`src/rtl/id_ex_stage_if.sv`:
```
// Decode-to-execute bundle: decode-side request, execute-side response and flush.
// Forwarding signals exist only when ID_EX_FWD_EN is defined.
interface id_ex_stage_if #(
    parameter int unsigned DW    = 32,
    parameter int unsigned RW    = 5,
    parameter int unsigned CNT_W = 16
);
    logic             in_valid;
    logic             in_ready;
    logic [1:0]       alu_op;
    logic [5:0]       funct;
    logic             alu_src_sel;
    logic [DW-1:0]    rs1_data;
    logic [DW-1:0]    rs2_data;
    logic [15:0]      imm;
    logic [RW-1:0]    rd_in;
    logic             reg_write_in;
    logic             flush;
    logic             out_valid;
    logic             out_ready;
    logic [3:0]       alu_ct;
    logic [DW-1:0]    alu_src1;
    logic [DW-1:0]    alu_src2;
    logic [RW-1:0]    rd_out;
    logic             reg_write_out;
    logic             illegal;
    logic [CNT_W-1:0] stall_cnt;
`ifdef ID_EX_FWD_EN
    logic             fwd_wr;
    logic [RW-1:0]    fwd_rd;
    logic [DW-1:0]    fwd_data;
    logic [RW-1:0]    rs1_addr;
    logic [RW-1:0]    rs2_addr;
`endif

    // Driver view: decode stage plus execute-side consumer.
    modport master (
`ifdef ID_EX_FWD_EN
        output fwd_wr,
        output fwd_rd,
        output fwd_data,
        output rs1_addr,
        output rs2_addr,
`endif
        output in_valid,
        input  in_ready,
        output alu_op,
        output funct,
        output alu_src_sel,
        output rs1_data,
        output rs2_data,
        output imm,
        output rd_in,
        output reg_write_in,
        output flush,
        input  out_valid,
        output out_ready,
        input  alu_ct,
        input  alu_src1,
        input  alu_src2,
        input  rd_out,
        input  reg_write_out,
        input  illegal,
        input  stall_cnt
    );

    // Pipeline-register view.
    modport slave (
`ifdef ID_EX_FWD_EN
        input  fwd_wr,
        input  fwd_rd,
        input  fwd_data,
        input  rs1_addr,
        input  rs2_addr,
`endif
        input  in_valid,
        output in_ready,
        input  alu_op,
        input  funct,
        input  alu_src_sel,
        input  rs1_data,
        input  rs2_data,
        input  imm,
        input  rd_in,
        input  reg_write_in,
        input  flush,
        output out_valid,
        input  out_ready,
        output alu_ct,
        output alu_src1,
        output alu_src2,
        output rd_out,
        output reg_write_out,
        output illegal,
        output stall_cnt
    );
endinterface

```
`src/rtl/id_ex_stage.sv`:
```
// ID/EX pipeline register feeding the ALU: ALU-control decode, operand-2 select,
// valid/ready handshake with flush and saturating stall counter. ID_EX_FWD_EN adds forwarding.
module id_ex_stage #(
    parameter int unsigned DW    = 32,
    parameter int unsigned RW    = 5,
    parameter int unsigned CNT_W = 16
) (
    input logic          clk,
    input logic          rst,
    id_ex_stage_if.slave bus
);
    localparam logic [3:0] CtNone = 4'b0000;
    localparam logic [3:0] CtAdd  = 4'b0010;
    localparam logic [3:0] CtSub  = 4'b0110;
    localparam logic [5:0] FnAdd  = 6'b100000;
    localparam logic [5:0] FnSub  = 6'b100010;

    logic             out_valid_q, out_valid_d;
    logic [3:0]       alu_ct_q, alu_ct_d;
    logic [DW-1:0]    alu_src1_q, alu_src1_d;
    logic [DW-1:0]    alu_src2_q, alu_src2_d;
    logic [RW-1:0]    rd_q, rd_d;
    logic             reg_write_q, reg_write_d;
    logic             illegal_q, illegal_d;
    logic [CNT_W-1:0] stall_cnt_q, stall_cnt_d;

    logic             in_ready;
    logic             load;
    logic [3:0]       dec_ct;
    logic             dec_illegal;
    logic [DW-1:0]    op1;
    logic [DW-1:0]    op2;
    logic [DW-1:0]    imm_ext;

    assign in_ready = !out_valid_q || bus.out_ready;
    assign load     = bus.in_valid && in_ready && !bus.flush;
    assign imm_ext  = {{(DW-16){bus.imm[15]}}, bus.imm};

    always_comb begin
        dec_ct      = CtNone;
        dec_illegal = 1'b0;
        case (bus.alu_op)
            2'b00: dec_ct = CtAdd;
            2'b01: dec_ct = CtSub;
            2'b10: begin
                if (bus.funct == FnAdd) begin
                    dec_ct = CtAdd;
                end else if (bus.funct == FnSub) begin
                    dec_ct = CtSub;
                end else begin
                    dec_illegal = 1'b1;
                end
            end
            default: dec_illegal = 1'b1;
        endcase
    end

`ifdef ID_EX_FWD_EN
    logic fwd_live;
    assign fwd_live = bus.fwd_wr && (bus.fwd_rd != '0);
    // Forwarding substitutes register operands only; the immediate is never replaced.
    assign op1 = (fwd_live && bus.rs1_addr == bus.fwd_rd) ? bus.fwd_data : bus.rs1_data;
    assign op2 = (fwd_live && bus.rs2_addr == bus.fwd_rd) ? bus.fwd_data : bus.rs2_data;
`else
    assign op1 = bus.rs1_data;
    assign op2 = bus.rs2_data;
`endif

    always_comb begin
        out_valid_d = out_valid_q;
        alu_ct_d    = alu_ct_q;
        alu_src1_d  = alu_src1_q;
        alu_src2_d  = alu_src2_q;
        rd_d        = rd_q;
        reg_write_d = reg_write_q;
        illegal_d   = illegal_q;
        if (bus.flush) begin
            out_valid_d = 1'b0;
            reg_write_d = 1'b0;
        end else if (load) begin
            out_valid_d = 1'b1;
            alu_ct_d    = dec_ct;
            alu_src1_d  = op1;
            alu_src2_d  = bus.alu_src_sel ? imm_ext : op2;
            rd_d        = bus.rd_in;
            reg_write_d = bus.reg_write_in && !dec_illegal;
            illegal_d   = dec_illegal;
        end else if (out_valid_q && bus.out_ready) begin
            // Drain: data registers hold, but nothing may write back.
            out_valid_d = 1'b0;
            reg_write_d = 1'b0;
        end
    end

    always_comb begin
        stall_cnt_d = stall_cnt_q;
        if (out_valid_q && !bus.out_ready && (stall_cnt_q != '1)) begin
            stall_cnt_d = stall_cnt_q + 1'b1;
        end
    end

    always_ff @(posedge clk or negedge rst) begin
        if (!rst) begin
            out_valid_q <= 1'b0;
            alu_ct_q    <= CtNone;
            alu_src1_q  <= '0;
            alu_src2_q  <= '0;
            rd_q        <= '0;
            reg_write_q <= 1'b0;
            illegal_q   <= 1'b0;
            stall_cnt_q <= '0;
        end else begin
            out_valid_q <= out_valid_d;
            alu_ct_q    <= alu_ct_d;
            alu_src1_q  <= alu_src1_d;
            alu_src2_q  <= alu_src2_d;
            rd_q        <= rd_d;
            reg_write_q <= reg_write_d;
            illegal_q   <= illegal_d;
            stall_cnt_q <= stall_cnt_d;
        end
    end

    assign bus.in_ready      = in_ready;
    assign bus.out_valid     = out_valid_q;
    assign bus.alu_ct        = alu_ct_q;
    assign bus.alu_src1      = alu_src1_q;
    assign bus.alu_src2      = alu_src2_q;
    assign bus.rd_out        = rd_q;
    assign bus.reg_write_out = reg_write_q;
    assign bus.illegal       = illegal_q;
    assign bus.stall_cnt     = stall_cnt_q;
endmodule

```
`src/flat_wrapper.sv`:
```
// flat-port wrapper written by rule: the top's interface ports become plain ports
module id_ex_stage_flat 
#(
    parameter int unsigned DW    = 32,
    parameter int unsigned RW    = 5,
    parameter int unsigned CNT_W = 16
)
  (clk, rst, bus_in_valid, bus_in_ready, bus_alu_op, bus_funct, bus_alu_src_sel, bus_rs1_data, bus_rs2_data, bus_imm, bus_rd_in, bus_reg_write_in, bus_flush, bus_out_valid, bus_out_ready, bus_alu_ct, bus_alu_src1, bus_alu_src2, bus_rd_out, bus_reg_write_out, bus_illegal, bus_stall_cnt);
  id_ex_stage_if #(.DW(DW), .RW(RW), .CNT_W(CNT_W)) bus_i ();
  input logic clk;
  input logic rst;
  input wire logic [$bits(bus_i.in_valid)-1:0] bus_in_valid;
  output wire logic [$bits(bus_i.in_ready)-1:0] bus_in_ready;
  input wire logic [$bits(bus_i.alu_op)-1:0] bus_alu_op;
  input wire logic [$bits(bus_i.funct)-1:0] bus_funct;
  input wire logic [$bits(bus_i.alu_src_sel)-1:0] bus_alu_src_sel;
  input wire logic [$bits(bus_i.rs1_data)-1:0] bus_rs1_data;
  input wire logic [$bits(bus_i.rs2_data)-1:0] bus_rs2_data;
  input wire logic [$bits(bus_i.imm)-1:0] bus_imm;
  input wire logic [$bits(bus_i.rd_in)-1:0] bus_rd_in;
  input wire logic [$bits(bus_i.reg_write_in)-1:0] bus_reg_write_in;
  input wire logic [$bits(bus_i.flush)-1:0] bus_flush;
  output wire logic [$bits(bus_i.out_valid)-1:0] bus_out_valid;
  input wire logic [$bits(bus_i.out_ready)-1:0] bus_out_ready;
  output wire logic [$bits(bus_i.alu_ct)-1:0] bus_alu_ct;
  output wire logic [$bits(bus_i.alu_src1)-1:0] bus_alu_src1;
  output wire logic [$bits(bus_i.alu_src2)-1:0] bus_alu_src2;
  output wire logic [$bits(bus_i.rd_out)-1:0] bus_rd_out;
  output wire logic [$bits(bus_i.reg_write_out)-1:0] bus_reg_write_out;
  output wire logic [$bits(bus_i.illegal)-1:0] bus_illegal;
  output wire logic [$bits(bus_i.stall_cnt)-1:0] bus_stall_cnt;
  assign bus_i.in_valid = bus_in_valid;
  assign bus_in_ready = bus_i.in_ready;
  assign bus_i.alu_op = bus_alu_op;
  assign bus_i.funct = bus_funct;
  assign bus_i.alu_src_sel = bus_alu_src_sel;
  assign bus_i.rs1_data = bus_rs1_data;
  assign bus_i.rs2_data = bus_rs2_data;
  assign bus_i.imm = bus_imm;
  assign bus_i.rd_in = bus_rd_in;
  assign bus_i.reg_write_in = bus_reg_write_in;
  assign bus_i.flush = bus_flush;
  assign bus_out_valid = bus_i.out_valid;
  assign bus_i.out_ready = bus_out_ready;
  assign bus_alu_ct = bus_i.alu_ct;
  assign bus_alu_src1 = bus_i.alu_src1;
  assign bus_alu_src2 = bus_i.alu_src2;
  assign bus_rd_out = bus_i.rd_out;
  assign bus_reg_write_out = bus_i.reg_write_out;
  assign bus_illegal = bus_i.illegal;
  assign bus_stall_cnt = bus_i.stall_cnt;
  id_ex_stage #(.DW(DW), .RW(RW), .CNT_W(CNT_W)) u_core (.clk(clk), .rst(rst), .bus(bus_i));
endmodule
```
`config.mk`:
```
export PLATFORM = sky130hd
export DESIGN_NAME = id_ex_stage_flat
export DESIGN_NICKNAME = d
export VERILOG_FILES = /design/src/rtl/id_ex_stage_if.sv /design/src/rtl/id_ex_stage.sv /design/src/flat_wrapper.sv
export SDC_FILE = /design/constraint.sdc
export NUM_CORES = 1
export LEC_CHECK = 0
export BUFFER_PORTS_ARGS = -buffer_cell sky130_fd_sc_hd__buf_4
export CAP_MARGIN = 40
export CORE_MARGIN = 3
export CORE_UTILIZATION = 49
export CTS_CLUSTER_SIZE = 16
export DETAILED_ROUTE_END_ITERATION = 8
export PLACE_DENSITY = 0.85
export SLEW_MARGIN = 20
export SYNTH_ARGS = -nofsm -noshare
export SYNTH_HDL_FRONTEND = slang
export SYNTH_SLANG_ARGS = --single-unit
```
`constraint.sdc`:
```
create_clock -name clk -period 2.68 [get_ports clk]
set_input_delay 0.536 -clock clk [delete_from_list [all_inputs] [get_ports clk]]
set_output_delay 0.536 -clock clk [all_outputs]
set_load 0.005 [all_outputs]
```
==> out/qor.txt, run 1 <==
Setup Viol. Count Final -> 0
Core area -> 7370 µm²
CP Capture Type -> flip-flop
Setup CP Type -> flip-flop to flip-flop
Die Wd -> 93.9 µm
I/O Pins -> 193
Met2 global-route usage -> 37.4%
Die ar. -> 8810 µm²
Area of the multi-input gates -> 1420 µm²
Leading cell types in the layout, fill and taps excluded -> 191 x buf_4, 90 x dfrtp_1, 49 x a21oi_1
Later-pin clock latency in the skew report -> 340 ps
Startpoint Class -> flip-flop
Vias post-DR -> 3101
Commonest non-fill, non-tap cell in the layout -> buf_4
Top FF cell, synth -> dfrtp_1
Vias in the first global route -> 3154
Mapped Area -> 3780 µm²
MaxCap Viol Count -> 0
Yosys top cell by area -> dfrtp_1
Met3 track demand over resource -> 4.65%
Max frequency -> 496 MHz
Largest cells by area after synthesis -> dfrtp_1 60%, mux2_2 11%, a21oi_1 6.5%
Non-filler cells, final -> 607
Critical path required time -> 2910 ps
Post-CTS resize count -> 0
Tot GR Track Use -> 21.9%
Die Y-Extent -> 93.9 µm
Hold Vio Cnt, Final -> 0
# diodes -> 0
CTS Buf Count -> 9
Largest net degree at the start of global routing -> 49
Final period utilization -> 75.3%
Largest stage delay, worst path -> 420 ps
First-pass GRT wire length -> 15.1 mm
Layout cells sized above 1 -> 49.8%
# rows -> 31
Top cell type's share of synthesized area -> 59.5%
Iteration count of the initial detailed-routing pass -> 4
Clock transition at path regs -> 90 ps
Async SR Flop Fraction -> 100%
Number of flops mapped to enable cells by yosys -> 0
Hold-fix buffer count after cts -> 0
Crit-path max FO -> 42
Clock Sinks -> 90
RSZ-0062 raised after global routing -> false
Bufs on Longest Clock Path -> 2
Remaining Overflow, GRT -> 0
Setup_tns -> 0 ps
Max IR drop VDD -> 0.376 mV
Register area share after synthesis -> 59.5%
Initial antenna violation count -> 0
DRT iter0 DRCs -> 136
Met1 GRT Util -> 27.7%
ANT nets after route -> 0
Critical Path AT -> 2250 ps
Crit path max-delay family -> simple AND/OR/NAND/NOR gates
Number of port buffers -> 190
Final critical-path required period -> 2020 ps
Layout Skew -> 9.87 ps
Layout area overhead -> 45.2%
Worst Tran Pin Value -> 559 ps
Register Area -> 2250 µm²
Most used routing layer -> met2
Buf+Inv Stages, Crit Path -> 2
Netlist cell types -> 38
Crit-path cells -> nor2b_1, inv_1, and3_4, buf_4, o221ai_1, o21a_1
Fin. max-slew vios -> 0
Leak Pwr -> 2.67 nW
FF+latch count, synth -> 90
Initial Util -> 51.3%
# placed instances -> 591
Slowest cell on crit path -> buf_4
Nets -> 604
Fillers -> 540
Post-Synthesis Cells -> 317
Hold Path Class -> input pin to async pin
Routability cong. -> 0.874
Post-CTS Setup Bufs -> 0
Power Density -> 637 nW/µm²
H-tree levels -> 3
Final WL -> 9.74 mm
CTS tree -> done
WL per Instance -> 16.0 µm
Final HPWL DP -> 7.57 mm
Relative slew slack -> 62.4%
Avg Vias per Cell -> 5.11
CTS Root Cell -> clkbuf_8
R2r setup slk -> 660 ps
Syn Area/Cell -> 11.9 µm²
Yosys warnings -> 0
Outcome -> complete, no violations
# DRC -> 0
-- where the power goes --
| group | leakage, nW | total, W | switching, W | internal [W] |
|---|---|---|---|---|
| sequential | 1.06 | 0.00175 | 0.000172 | 0.00158 |
| clock | 0.0966 | 0.000901 | 0.000444 | 0.000458 |
| combinational | 1.52 | 0.000848 | 0.000321 | 0.000528 |
| total | 2.67 | 0.00350 | 0.000936 | 0.00256 |
-- cell families after synthesis --
kind of cell / Yosys count / share of synthesized area [%]
flops: 90 / 59.5
simple gates: 76 / 10.4
compound gates: 55 / 7.71
mux: 53 / 15.3
buf+inv: 26 / 3.17
xor+xnor: 15 / 3.47
fa+ha+maj: 1 / 0.331
other cells: 1 / 0.0991
-- cells in the mapped netlist, types with 2 or more instances --
cell type  number
nand3b_1        2
nor4_1          4
xor2_1         11
nand4_1         4
buf_2          12
nor3b_1         2
mux2i_1        15
mux2_2         38
dfrtp_1        90
inv_1           6
nor3_1          6
a21oi_1        49
buf_4           2
nand3_1         3
nand2_1         7
nor2_1         38
xnor2_1         4
clkbuf_1        4
-- path summary, 6_finish.rpt --
path                                                      start                              endpoint  cells after the start
max in group asynchronous                                   rst      u_core.bus.out_valid$_DFFE_PN0P_                      2
min in group clk                                      bus_flush      u_core.bus.out_valid$_DFFE_PN0P_                      2
setup / recovery               u_core.bus.out_valid$_DFFE_PN0P_      u_core.bus.alu_ct[2]$_DFFE_PN0P_                      6
setup reg to reg               u_core.bus.out_valid$_DFFE_PN0P_      u_core.bus.alu_ct[2]$_DFFE_PN0P_                      6
hold reg to reg            u_core.bus.stall_cnt[15]$_DFFE_PN0P_  u_core.bus.stall_cnt[15]$_DFFE_PN0P_                      1
hold / removal                                              rst  u_core.bus.stall_cnt[13]$_DFFE_PN0P_                      1
-- stage by stage --
step                      setup WS (ps)  utilization [%]  area [µm²]  hold WS (ps)  total power, W
after floorplan                     915                -        3790           240         0.00204
after global placement              638             71.9        5300           487         0.00258
after detailed placement            582             71.9        5300           496         0.00264
after CTS                           687             74.5        5490           191         0.00354
after global routing                488             74.5        5490           211         0.00368
final                               663             74.5        5490           181         0.00350
-- registers in the layout (all words and copies together), names as in the netlist --
signal	count
u_core.bus.alu_ct	2
u_core.bus.alu_src1	32
u_core.bus.alu_src2	32
u_core.bus.illegal	1
u_core.bus.out_valid	1
u_core.bus.rd_out	5
u_core.bus.reg_write_out	1
u_core.bus.stall_cnt	16
-- cell type report --
| class | count | share of cell area (%) |
|---|---|---|
| sequential | 90 | 41.0 |
| timing repair buffer | 193 | 26.8 |
| multi-input combinational | 202 | 25.9 |
| clock buffer | 12 | 2.64 |
| clock inverter | 4 | 0.934 |
| inverter | 7 | 0.478 |
| tap | 99 | 2.26 |
-- metal layers --
metal / vias to the layer above / part of all wire [%]
met5: - / 0
met4: 0 / 1.8
met3: 16 / 7.9
met2: 138 / 50
met1: 1474 / 40
li1: 1473 / -
No activity file was read; power rests on OpenSTA's default activity.
==> inputs of run 2 (changes only) <==
--- a/config.mk
+++ b/config.mk
@@ -8,10 +8,10 @@
 export BUFFER_PORTS_ARGS = -buffer_cell sky130_fd_sc_hd__buf_4
 export CAP_MARGIN = 40
 export CORE_MARGIN = 3
-export CORE_UTILIZATION = 49
+export CORE_UTILIZATION = 41
 export CTS_CLUSTER_SIZE = 16
 export DETAILED_ROUTE_END_ITERATION = 8
-export PLACE_DENSITY = 0.85
+export PLACE_DENSITY = 0.76
 export SLEW_MARGIN = 20
 export SYNTH_ARGS = -nofsm -noshare
 export SYNTH_HDL_FRONTEND = slang
==> constraint.sdc (replaced) <==
create_clock -name clk -period 1.8 [get_ports clk]
set_input_delay 0.36 -clock clk [delete_from_list [all_inputs] [get_ports clk]]
set_output_delay 0.36 -clock clk [all_outputs]
set_load 0.005 [all_outputs]
==> out/qor.txt, run 2 (synthesis gave the netlist of run 1 again) <==
Outcome -> complete, no violations (unchanged)
Setup_tns -> 0 ps (unchanged)
Combinational Power Share -> 23.5% (was 24.2%)
Reg2Reg Capture Point -> u_core.bus.stall_cnt[15]$_DFFE_PN0P_ (was u_core.bus.alu_ct[2]$_DFFE_PN0P_)
Hold-fix buffer count after cts -> 0 (unchanged)
Initial antenna violation count -> 0 (unchanged)
Largest net degree at the start of global routing -> 91 (was 49)
Final critical-path required period -> 1690 ps (was 2020 ps)
Commonest non-fill, non-tap cell in the layout -> buf_4 (unchanged)
Die Y-Extent -> 102 µm (was 93.9 µm)
Clock power share -> 28.5% (was 25.8%)
R2r setup slk -> 110 ps (was 660 ps)
Worst Tran Pin Value -> 556 ps (was 559 ps)
Sw power -> 0.00140 W (was 0.000936 W)
Final Core Density -> 63.6% (was 74.5%)
Final WL -> 9.80 mm (was 9.74 mm)
Buf+Inv Stages, Crit Path -> 0 (was 2)
Largest stage delay, worst path -> 580 ps (was 420 ps)
CTS Root Cell -> clkbuf_8 (unchanged)
Clock Sinks -> 90 (unchanged)
Crit-path cells -> nand3_2, or4_4, nor4_2, xor2_1 (was nor2b_1, inv_1, and3_4, buf_4, o221ai_1, o21a_1)
Power Density -> 958 nW/µm² (was 637 nW/µm²)
DRT iter0 DRCs -> 73 (was 136)
First-pass GRT wire length -> 15.3 mm (was 15.1 mm)
Sequential group share of total power -> 48.0% (was 50.0%)
Switching share of power -> 25.9% (was 26.8%)
Final HPWL DP -> 7.36 mm (was 7.57 mm)
Number of port buffers -> 190 (unchanged)
Hold Vio Cnt, Final -> 0 (unchanged)
Iteration count of the initial detailed-routing pass -> 4 (unchanged)
Hold Path Class -> input pin to async pin (unchanged)
Critical Path AT -> 1960 ps (was 2250 ps)
# diodes -> 0 (unchanged)
Relative slew slack -> 62.6% (was 62.4%)
MaxCap Viol Count -> 0 (unchanged)
Nets -> 614 (was 604)
Max IR drop VDD -> 0.528 mV (was 0.376 mV)
Die ar. -> 10400 µm² (was 8810 µm²)
Leak Pwr -> 2.74 nW (was 2.67 nW)
Crit-path max FO -> 5 (was 42)
Avg Vias per Cell -> 4.97 (was 5.11)
Startpoint Class -> flip-flop (unchanged)
Remaining Overflow, GRT -> 0 (unchanged)
Later-pin clock latency in the skew report -> 350 ps (was 340 ps)
Layout area overhead -> 48.8% (was 45.2%)
Slowest cell on crit path -> or4_4 (was buf_4)
Vias in the first global route -> 3258 (was 3154)
Bufs on Longest Clock Path -> 2 (unchanged)
Crit path max-delay family -> simple AND/OR/NAND/NOR gates (unchanged)
Setup Viol. Count Final -> 0 (unchanged)
Reg2reg start -> u_core.bus.stall_cnt[4]$_DFFE_PN0P_ (was u_core.bus.out_valid$_DFFE_PN0P_)
Layout Skew -> 11.3 ps (was 9.87 ps)
Tot GR Track Use -> 18.7% (was 21.9%)
Setup CP Type -> flip-flop to flip-flop (unchanged)
I/O Pins -> 193 (unchanged)
Initial Util -> 42.8% (was 51.3%)
# rows -> 34 (was 31)
H-tree levels -> 3 (unchanged)
Leading cell types in the layout, fill and taps excluded -> 199 x buf_4, 89 x dfrtp_1, 49 x a21oi_1 (was 191 x buf_4, 90 x dfrtp_1, 49 x a21oi_1)
Critical path required time -> 2070 ps (was 2910 ps)
Routability cong. -> 0.900 (was 0.874)
Vias post-DR -> 3107 (was 3101)
# DRC -> 0 (unchanged)
Internal power -> 0.00400 W (was 0.00256 W)
Total stage count of the critical path -> 4 (was 6)
Layout cells sized above 1 -> 51.5% (was 49.8%)
Core area -> 8850 µm² (was 7370 µm²)
CTS Buf Count -> 9 (unchanged)
Fin. max-slew vios -> 0 (unchanged)
RSZ-0062 raised after global routing -> false (unchanged)
Worst R2R Path Depth -> 4 (was 6)
Die Wd -> 102 µm (was 93.9 µm)
ANT nets after route -> 0 (unchanged)
Max frequency -> 593 MHz (was 496 MHz)
CP Capture Point -> u_core.bus.stall_cnt[15]$_DFFE_PN0P_ (was u_core.bus.alu_ct[2]$_DFFE_PN0P_)
WL per Instance -> 15.7 µm (was 16.0 µm)
CTS tree -> done (unchanged)
Worst Setup SP -> u_core.bus.stall_cnt[4]$_DFFE_PN0P_ (was u_core.bus.out_valid$_DFFE_PN0P_)
Final period utilization -> 93.7% (was 75.3%)
Clock transition at path regs -> 80 ps (was 90 ps)
CP Capture Type -> flip-flop (unchanged)
## run 2: cell count changes in the layout (fill, tap and decap cells not counted), sizes merged
cell / change
and3: +1
clkinv: -2
bufinv: +1
buf: +9
clkbuf: -1
clkinvlp: +1
## run 2: worst min-delay path by stage
stage	startpoint	endpoint	slack, ps	cells past startpoint
after floorplan	rst	u_core.bus.alu_ct[1]$_DFFE_PN0P_	60	0
after global routing	rst	u_core.bus.stall_cnt[13]$_DFFE_PN0P_	60	2
after detailed placement	rst	u_core.bus.stall_cnt[13]$_DFFE_PN0P_	440	2
after CTS	rst	u_core.bus.stall_cnt[13]$_DFFE_PN0P_	50	2
after global placement	rst	u_core.bus.stall_cnt[8]$_DFFE_PN0P_	440	2
final	rst	u_core.bus.stall_cnt[4]$_DFFE_PN0P_	20	2
## run 2: layer usage
| layer | vias up | global-route usage, % | wire length (µm) |
|---|---|---|---|
| met3 | 15 | 6.14 | 895 |
| li1 | 1487 | - | - |
| met5 | - | 0 | 0 |
| met4 | 0 | 5.75 | 154 |
| met2 | 144 | 32.3 | 4840 |
| met1 | 1461 | 22.2 | 3910 |
## run 2: metrics by stage
stage | hold slack, ps | power (W) | std cells | worst slack [ps] | cell area, µm²
3_5_place_dp | 442 | 0.00391 | 609 | 94.9 | 5390
3_3_place_gp | 436 | 0.00386 | 609 | 171 | 5390
4_1_cts | 54.4 | 0.00546 | 624 | 61.4 | 5610
2_1_floorplan | 64.4 | 0.00304 | 318 | 178 | 3790
5_1_grt | 60.7 | 0.00570 | 625 | 16.7 | 5630
6_report | 20.2 | 0.00539 | 625 | 113 | 5630
## run 2: layout make-up
cell class,count,area [µm²]
Clock buffer,11,151
Fill cell,725,3220
Inverter,7,26.3
Timing Repair Buffer,202,1550
Sequential cell,90,2250
Clock inverter,4,75.1
Multi-Input combinational cell,203,1430
Tap cell,108,135
## run 2: timing repair
| action | 4_1_cts | 5_1_grt |
|---|---|---|
| endpoints found under the hold margin | 0 | 0 |
| setup buffers | 0 | 0 |
| setup endpoints to repair | 0 | 3 |
| resized for setup | 0 | 2 |
## run 2: power groups by stage
stage / logic (W) / registers (W) / clock network, W
2_1_floorplan: 0.000418 / 0.00262 / 0
4_1_cts: 0.00129 / 0.00259 / 0.00158
3_5_place_dp: 0.00129 / 0.00262 / 0
5_1_grt: 0.00139 / 0.00264 / 0.00167
6_report: 0.00127 / 0.00259 / 0.00154
3_3_place_gp: 0.00126 / 0.00260 / 0
==> inputs of run 3 (changes only) <==
--- a/config.mk
+++ b/config.mk
@@ -7,11 +7,13 @@
 export LEC_CHECK = 0
 export BUFFER_PORTS_ARGS = -buffer_cell sky130_fd_sc_hd__buf_4
 export CAP_MARGIN = 40
+export CELL_PAD_IN_SITES_DETAIL_PLACEMENT = 1
+export CELL_PAD_IN_SITES_GLOBAL_PLACEMENT = 2
 export CORE_MARGIN = 3
-export CORE_UTILIZATION = 41
+export CORE_UTILIZATION = 24
 export CTS_CLUSTER_SIZE = 16
 export DETAILED_ROUTE_END_ITERATION = 8
-export PLACE_DENSITY = 0.76
+export PLACE_DENSITY = 0.75
 export SLEW_MARGIN = 20
 export SYNTH_ARGS = -nofsm -noshare
 export SYNTH_HDL_FRONTEND = slang
==> out/qor.txt, run 3 (synthesis gave the netlist of run 1 again) <==
Vias in the first global route -> 3476 (was 3258)
Final critical-path required period -> 1720 ps (was 1690 ps)
Final WL -> 11.4 mm (was 9.80 mm)
Clock power share -> 34.1% (was 28.5%)
DRT iter0 DRCs -> 86 (was 73)
Startpoint Class -> flip-flop (unchanged)
CTS Root Cell -> clkbuf_16 (was clkbuf_8)
Setup_tns -> 0 ps (unchanged)
# diodes -> 0 (unchanged)
Vias post-DR -> 3133 (was 3107)
MaxCap Viol Count -> 0 (unchanged)
Worst R2R Path Depth -> 4 (unchanged)
Outcome -> complete, no violations (unchanged)
I/O Pins -> 193 (unchanged)
Routability cong. -> 0.757 (was 0.900)
Reg2Reg Capture Point -> u_core.bus.stall_cnt[15]$_DFFE_PN0P_ (unchanged)
Remaining Overflow, GRT -> 0 (unchanged)
Initial Util -> 24.7% (was 42.8%)
Max IR drop VDD -> 0.432 mV (was 0.528 mV)
Layout Skew -> 3.55 ps (was 11.3 ps)
Power, Total -> 0.00592 W (was 0.00539 W)
WL per Instance -> 15.5 µm (was 15.7 µm)
Number of port buffers -> 190 (unchanged)
Setup Viol. Count Final -> 0 (unchanged)
Fillers -> 1720 (was 725)
Relative slew slack -> 63.2% (was 62.6%)
Reg2reg start -> u_core.bus.stall_cnt[4]$_DFFE_PN0P_ (unchanged)
Combinational Power Share -> 22.2% (was 23.5%)
Layout cells sized above 1 -> 52.2% (was 51.5%)
Worst hold slack -> 3.99 ps (was 20.2 ps)
Critical Path AT -> 1980 ps (was 1960 ps)
# rows -> 45 (was 34)
Clock transition at path regs -> 70 ps (was 80 ps)
Power Density -> 1000 nW/µm² (was 958 nW/µm²)
Switching share of power -> 26.0% (was 25.9%)
Initial antenna violation count -> 0 (unchanged)
Die Y-Extent -> 132 µm (was 102 µm)
CP Capture Type -> flip-flop (unchanged)
Avg Vias per Cell -> 4.27 (was 4.97)
Bufs on Longest Clock Path -> 2 (unchanged)
Nets -> 619 (was 614)
Die ar. -> 17300 µm² (was 10400 µm²)
First-pass GRT wire length -> 18.4 mm (was 15.3 mm)
R2r setup slk -> 80 ps (was 110 ps)
Fin. max-slew vios -> 0 (unchanged)
CTS Buf Count -> 9 (unchanged)
Sequential group share of total power -> 43.6% (was 48.0%)
Sw power -> 0.00154 W (was 0.00140 W)
Later-pin clock latency in the skew report -> 340 ps (was 350 ps)
Hold-fix buffer count after cts -> 0 (unchanged)
RSZ-0062 raised after global routing -> false (unchanged)
Leading cell types in the layout, fill and taps excluded -> 204 x buf_4, 90 x dfrtp_1, 49 x a21oi_1 (was 199 x buf_4, 89 x dfrtp_1, 49 x a21oi_1)
Hold Path Class -> input pin to async pin (unchanged)
Layout area overhead -> 56.1% (was 48.8%)
Hold Vio Cnt, Final -> 0 (unchanged)
Tot GR Track Use -> 13.3% (was 18.7%)
ANT nets after route -> 0 (unchanged)
# DRC -> 0 (unchanged)
Internal power -> 0.00438 W (was 0.00400 W)
Worst Tran Pin Value -> 553 ps (was 556 ps)
CTS tree -> done (unchanged)
Final HPWL DP -> 8.63 mm (was 7.36 mm)
Max frequency -> 583 MHz (was 593 MHz)
Crit-path max FO -> 5 (unchanged)
Leak Pwr -> 2.81 nW (was 2.74 nW)
H-tree levels -> 3 (unchanged)
Critical path required time -> 2060 ps (was 2070 ps)
Die Wd -> 132 µm (was 102 µm)
Core area -> 15300 µm² (was 8850 µm²)
Setup CP Type -> flip-flop to flip-flop (unchanged)
Largest net degree at the start of global routing -> 91 (unchanged)
Commonest non-fill, non-tap cell in the layout -> buf_4 (unchanged)
Final period utilization -> 95.3% (was 93.7%)
Final Core Density -> 38.6% (was 63.6%)
Clock Sinks -> 90 (unchanged)
Iteration count of the initial detailed-routing pass -> 4 (unchanged)
-- run 3: changes by cell type in the layout (fill, tap and decap cells not counted), moves of 2 or more --
cell / change
clkbuf_8: -11
clkinv_2: +2
clkbuf_16: +9
nor3_2: +2
buf_4: +5
nor3_1: -2
-- run 3: worst max-delay path by stage --
stage | from | endpoint | slack, ps | cells past startpoint
finish | u_core.bus.stall_cnt[4]$_DFFE_PN0P_ | u_core.bus.stall_cnt[15]$_DFFE_PN0P_ | 80 | 4
global route | u_core.bus.stall_cnt[5]$_DFFE_PN0P_ | u_core.bus.stall_cnt[15]$_DFFE_PN0P_ | 40 | 4
CTS | u_core.bus.out_valid$_DFFE_PN0P_ | u_core.bus.alu_src1[27]$_DFFE_PN0P_ | 60 | 5
detailed placement | u_core.bus.out_valid$_DFFE_PN0P_ | u_core.bus.alu_src1[24]$_DFFE_PN0P_ | 80 | 5
global placement | bus_out_ready | u_core.bus.stall_cnt[10]$_DFFE_PN0P_ | 100 | 7
floorplan | u_core.bus.out_valid$_DFFE_PN0P_ | u_core.bus.alu_src2[13]$_DFFE_PN0P_ | 180 | 7
-- run 3: layout make-up --
cell class | instances | area, µm² | share of cell area, %
tap | 211 | 264 | 4.47
timing repair buffer | 208 | 1610 | 27.3
clock buffer | 9 | 225 | 3.81
inverter | 7 | 26.3 | 0.445
sequential | 90 | 2250 | 38.1
multi-input combinational | 202 | 1430 | 24.3
clock inverter | 7 | 93.8 | 1.59
-- run 3: metal layers --
metal / wire (µm) / GRT usage [%] / share of wire (%)
met5: 0 / 0 / 0
met4: 133 / 5.08 / 1.2
met3: 903 / 4.94 / 7.9
met2: 5630 / 22.0 / 49
met1: 4730 / 15.6 / 41
-- run 3: stage by stage --
stage / area, µm² / std cells / setup WS [ps]
floorplan: 3790 / 318 / 178
global placement: 5560 / 716 / 97.1
detailed placement: 5560 / 716 / 79.9
CTS: 5880 / 732 / 57.5
global route: 5910 / 734 / 37.8
finish: 5910 / 734 / 84.0
-- run 3: timing repair --
item | 4_1_cts | 5_1_grt
gates resized for setup | 0 | 3
setup endpoints to repair | 0 | 9
setup buffers | 0 | 2
-- run 3: power by group through the flow --
stage | clock [W] | combinational, W | sequential (W)
global placement | 0 | 0.00131 | 0.00260
detailed placement | 0 | 0.00134 | 0.00262
global route | 0.00220 | 0.00145 | 0.00263
floorplan | 0 | 0.000418 | 0.00262
CTS | 0.00210 | 0.00135 | 0.00259
finish | 0.00202 | 0.00132 | 0.00258
-- run 3: critical path: stages, from the launching register on --
cell	delay, ps
dfrtp_1	440
nand3_2	140
or4_4	590
nor4_2	300
xor2_1	170
